### src/rtl/isqrt_pipe_elastic.sv
// Pipelined integer square root with remainder and a sideband tag.
// y = floor(sqrt(x)), r = x - y*y, computed by the restoring digit-by-digit
// method, two radicand bits per slice, W/2 slices spread evenly over
// N_STAGES register stages. Each stage has a valid/ready-style elastic
// enable: a stage loads when it is empty or when the stage after it loads.
// W must be even and >= 4; N_STAGES must divide W/2.
module isqrt_pipe_elastic #(
  parameter int W        = 32,
  parameter int N_STAGES = 4,
  parameter int TAG_W    = 4
) (
  input  logic             clock,
  input  logic             reset_n,
  input  logic             in_valid,
  output logic             in_ready,
  input  logic [W-1:0]     in_x,
  input  logic [TAG_W-1:0] in_tag,
  output logic             out_valid,
  input  logic             out_ready,
  output logic [W/2-1:0]   out_y,
  output logic [W/2:0]     out_r,
  output logic [TAG_W-1:0] out_tag
);

  localparam int HW  = W / 2;
  localparam int SPS = HW / N_STAGES;

  // Runs the SPS slices owned by one stage. The result y lives in the low
  // half once all slices have run; m walks down two bits per slice.
  function automatic logic [2*W-1:0] stage_eval(
    input logic [W-1:0] x_in,
    input logic [W-1:0] y_in,
    input int           stage
  );
    logic [W-1:0] x;
    logic [W-1:0] y;
    logic [W-1:0] b;
    logic [W-1:0] m;
    x = x_in;
    y = y_in;
    for (int j = 0; j < SPS; j++) begin
      m = W'(1) << (W - 2 - 2 * (stage * SPS + j));
      b = y | m;
      y = y >> 1;
      if (x >= b) begin
        x = x - b;
        y = y | m;
      end
    end
    return {x, y};
  endfunction

  logic [N_STAGES-1:0] v_q;
  logic [N_STAGES-1:0] adv;
  logic [W-1:0]        x_q     [N_STAGES];
  logic [W-1:0]        y_q     [N_STAGES];
  logic [TAG_W-1:0]    tag_q   [N_STAGES];

  logic                src_v   [N_STAGES];
  logic [W-1:0]        src_x   [N_STAGES];
  logic [W-1:0]        src_y   [N_STAGES];
  logic [TAG_W-1:0]    src_tag [N_STAGES];
  logic [W-1:0]        nxt_x   [N_STAGES];
  logic [W-1:0]        nxt_y   [N_STAGES];

  // Per-stage source selection and combinational slice evaluation.
  for (genvar s = 0; s < N_STAGES; s++) begin : g_stage
    if (s == 0) begin : g_first
      assign src_v[s]   = in_valid;
      assign src_x[s]   = in_x;
      assign src_y[s]   = '0;
      assign src_tag[s] = in_tag;
    end else begin : g_rest
      assign src_v[s]   = v_q[s-1];
      assign src_x[s]   = x_q[s-1];
      assign src_y[s]   = y_q[s-1];
      assign src_tag[s] = tag_q[s-1];
    end
    assign {nxt_x[s], nxt_y[s]} = stage_eval(src_x[s], src_y[s], s);
  end

  // Advance enables ripple back from the consumer: a stage may load when it
  // is empty or its successor is loading, so bubbles collapse under stall.
  always_comb begin : p_adv
    logic a;
    adv = '0;
    a = ~v_q[N_STAGES-1] | out_ready;
    adv[N_STAGES-1] = a;
    for (int s = N_STAGES - 2; s >= 0; s--) begin
      a = ~v_q[s] | a;
      adv[s] = a;
    end
  end

  // Stage registers: load on advance, otherwise hold everything.
  always_ff @(posedge clock or negedge reset_n) begin
    if (!reset_n) begin
      v_q <= '0;
      for (int s = 0; s < N_STAGES; s++) begin
        x_q[s]   <= '0;
        y_q[s]   <= '0;
        tag_q[s] <= '0;
      end
    end else begin
      for (int s = 0; s < N_STAGES; s++) begin
        if (adv[s]) begin
          v_q[s]   <= src_v[s];
          x_q[s]   <= nxt_x[s];
          y_q[s]   <= nxt_y[s];
          tag_q[s] <= src_tag[s];
        end
      end
    end
  end

  assign in_ready  = adv[0];
  assign out_valid = v_q[N_STAGES-1];
  assign out_y     = y_q[N_STAGES-1][HW-1:0];
  assign out_r     = x_q[N_STAGES-1][HW:0];
  assign out_tag   = tag_q[N_STAGES-1];

  // The upper bits of the final x/y are always zero after the last slice.
  logic unused_hi;
  assign unused_hi = ^{x_q[N_STAGES-1][W-1:HW+1], y_q[N_STAGES-1][W-1:HW]};

endmodule

### config.mk
export PLATFORM = sky130hd
export DESIGN_NAME = isqrt_pipe_elastic
export DESIGN_NICKNAME = d
export VERILOG_FILES = /design/src/rtl/isqrt_pipe_elastic.sv
export SDC_FILE = /design/constraint.sdc
export NUM_CORES = 1
export LEC_CHECK = 0
export ABC_AREA = 1
export CAP_MARGIN = 10
export CORE_ASPECT_RATIO = 2
export CORE_MARGIN = 3
export CORE_UTILIZATION = 40
export CTS_BUF_LIST = sky130_fd_sc_hd__clkbuf_2
export CTS_CLUSTER_DIAMETER = 60
export DETAILED_ROUTE_END_ITERATION = 10
export PLACE_DENSITY = 0.6
export SYNTH_ARGS = -nofsm -noshare
export SYNTH_HDL_FRONTEND = slang
export SYNTH_SLANG_ARGS = --single-unit
### constraint.sdc
create_clock -name clock -period 20.8 [get_ports clock]
set_input_delay 6.24 -clock clock [delete_from_list [all_inputs] [get_ports clock]]
set_output_delay 6.24 -clock clock [all_outputs]
set_load 0.01 [all_outputs]
==> key figures <==
Floorplanning
  • Height of the chip: between 300 and 400 um
  • Number of top-level design ports: 79
  • Std cell rows: 117
  • Initial standard-cell utilization of the core: about two fifths
  • Die area: around 54,000 um2
  • Chip Width: 166 um
  • Core area: approximately 50,000 um2

Synthesis
  • Xor and xnor area share after synthesis: under 10%
  • Post-synthesis compound-gate area fraction: 11.9%
  • Seq/Total Area, Yosys: between 20% and 30%
  • Post-synthesis cell type with the largest combined area: sky130_fd_sc_hd__dfrtp_1
  • Count of flip-flops with a built-in enable after synthesis: 0
  • Gate count of the mapped netlist: 3,392
  • Share of Yosys cell area claimed by the top area cell type: a little over a fifth
  • Async set-reset flop share out of synthesis: 100%
  • Main combinational cell family by area after synthesis: simple AND/OR/NAND/NOR gates
  • Synth area leaders: sky130_fd_sc_hd__dfrtp_1, sky130_fd_sc_hd__nand2_1, sky130_fd_sc_hd__ha_1, sky130_fd_sc_hd__inv_1, sky130_fd_sc_hd__nand3_1
  • Top cell types by occurrence after synthesis: sky130_fd_sc_hd__nand2_1, sky130_fd_sc_hd__inv_1, sky130_fd_sc_hd__nand3_1
  • Leading cell type by number of instances after synthesis: sky130_fd_sc_hd__nand2_1
  • Post-synthesis area per instance: 6.07 um2
  • Fraction of synthesized area in multiplexers: 0%
  • Synth Net Count: 3,594
  • Number of unique standard cell types used by synthesis: 56
  • Simple-Gate Fraction of Synth Area: 41.1%
  • Prevailing post-synth register cell: sky130_fd_sc_hd__dfrtp_1
  • Netlist Area Pre-Place: 20,600 um2
  • Post-synthesis adder-cell area fraction: just under 10%
  • Synthesized flop and latch total: 173
  • Synth warn: 0

STA
  • Slew Limit Fails: 0
  • Max Clock Skew: ~0.057 ns
  • Post-route fraction of the period consumed by the critical path: 81.3%
  • Setup repair after global routing missed its margin: false
  • Worst-Margin Slew: approximately 1.2 ns
  • Headroom to the max-slew limit: 20.3%
  • Setup slack of the critical path after layout: 3.89 ns
  • Timing-limited maximum frequency: 59.1 MHz
  • Setup Total Neg Slack: 0 ns
  • Fin crit period: 16.91 ns
  • Final-report hold violation count: 0
  • Final setup violation count: 0

Clocking
  • Inserted Clock Buffers: 17
  • Sinks on the clock net: roughly 170
  • Hold buffer count at cts: 0
  • Post-CTS resize count: 0
  • Cell at the root of the clock tree: sky130_fd_sc_hd__clkbuf_2
  • Source-to-sink clock delay at the later pin of the worst-skew pair: 0.92 ns
  • CTS tree: built
  • H-tree levels: 4
  • Buffers inserted during post-CTS setup optimization: 0
  • Clock buffer depth: 2
  • Clock-pin transition on the worst setup and hold timing paths: 0.31 ns

Detailed routing
  • Avg WL per Cell: 19.3 um
  • Count of antenna-violating nets left after detailed routing: 0
  • Routed Wire Length: 79.0 mm
  • Drc violations: 0
  • Vias after detailed routing: 22,000
  • Number of search-and-repair iterations in the first detailed-routing pass: 8
  • Avg Vias per Cell: around 5.4
  • First DRT Iteration DRCs: 1,234

GRT
  • Gr usage total: 28.4%
  • Largest net degree at the start of global routing: 75
  • First-pass GRT wire length: ~120 mm
  • Final global-route overflow total: 0
  • Initial antenna violation count: 3
  • Via count of the first global-routing pass: 22,400

Outcome
  • Status: finished clean

Worst setup path
  • Cells on worst reg2reg path: 46
  • Startpoint of the lowest-slack register-to-register path: src_y[19]
  • Worst reg2reg endpoint: out_r[4]
  • CP endpoint kind: primary output
  • Worst Setup Start Kind: primary input
  • Reg-to-reg slack, setup: 9.40 ns
  • Required time at the worst-slack endpoint: 14.56 ns
  • CP startpoint: out_ready
  • Top fanout value on the critical path: 74
  • Arr. time, crit path: around 11 ns
  • Class of the most critical setup path: in2out

Min path
  • Tightest Hold Check Type: reg2reg
  • Endpoint, Worst Hold: v_q[2]
  • Worst Hold Launch: v_q[1]
  • Cells on Worst Hold Path: 2

Place
  • Half-perimeter wire length of the detailed placement result: 65.7 mm
  • Number of input and output port buffers inserted: around 80
  • Dpl cells: about 4,100
  • Final Wtd Congestion: 1.01
  • Setup slack at placement: 3.89 ns

Flow run
  • Max Cap Viol: 0

Cells and area
  • Area growth, synth to finish: 7.96%
  • Number of nets in the layout: 3,635
  • Utilization of the core after routing: approximately 44%
  • Proportion of layout cells with a drive suffix above 1: 4.88%
  • Final std cells w/o fill: 4,103
[worst max path at each step]
stage	endpoint	cells after the start
2_1_floorplan	in_ready	10
3_3_place_gp	in_ready	13
3_5_place_dp	in_ready	13
4_1_cts	in_ready	13
5_1_grt	in_ready	13
6_report	in_ready	13
[sequential cells by signal, indices dropped and copies added (netlist names)]
| name | count |
|---|---|
| out_r | 17 |
| out_tag | 4 |
| out_y | 16 |
| src_tag | 12 |
| src_x | 96 |
| src_y | 24 |
| v_q | 4 |
[stage by stage]
step	hold slack, ns	cell area, um2
floorplan	0.423	20600
global placement	0.448	21900
detailed placement	0.439	21900
CTS	0.472	22200
global route	0.493	22200
finish	0.479	22200
[metal layers]
layer	vias to the layer above	part of all wire [%]	global-route usage, %
met2	619	56	57.8
met1	9999	30	21.8
met4	0	11	27.2
li1	11100	-	-
met3	349	3.1	3.49
met5	-	0	0
[layout make-up]
cell class / instances / area [um2]
Clock buffer: 18 / 90.1
Fill cell: 5602 / 28700
Sequential cell: 173 / 4330
Clock inverter: 14 / 191
Timing Repair Buffer: 88 / 860
Multi-Input combinational cell: 2672 / 14100
Tap cell: 654 / 818
Inverter: 481 / 1810
Antenna cell: 3 / 7.51
[placed cells by master, fill, tap and decap left out, drive strengths merged, types with 8 or more instances in the layout]
cell and instances:
nand2 1083, a21oi 127, and3 9, o21bai 12, nand3 325, o211ai 8, ha 162, o21ai 281
xor2 63, o21a 10, nand4 89, or2 21, xnor2 69, buf 10, nor3 39, and2 8
dfrtp 173, nor2 312, clkdlybuf4s50 77, clkinv 12, clkbuf 19, inv 482, nand3b 25
[worst max-delay path, cell delays in order]
cell	delay [ns]
sky130_fd_sc_hd__clkdlybuf4s50_1	0.45
sky130_fd_sc_hd__nor2_4	0.11
sky130_fd_sc_hd__buf_4	0.44
sky130_fd_sc_hd__inv_1	0.55
sky130_fd_sc_hd__nor2_4	0.19
sky130_fd_sc_hd__buf_4	0.44
sky130_fd_sc_hd__inv_1	0.16
sky130_fd_sc_hd__nor2_4	0.11
sky130_fd_sc_hd__inv_1	0.05
sky130_fd_sc_hd__buf_4	0.22
sky130_fd_sc_hd__nor2_1	0.45
sky130_fd_sc_hd__inv_2	0.55
sky130_fd_sc_hd__clkdlybuf4s50_1	0.64
[kinds of logic after synthesis]
group,count (synthesis)
buffers and inverters,547
xor gates and xnor gates,132
adders and majority gates,162
and+or+nand+nor,1919
AOI/OAI and AO/OA,459
DFF,173
Power is left out: the tool's default activity adds up to more than one toggle a clock period on the data nets, which glitch-free logic cannot reach.
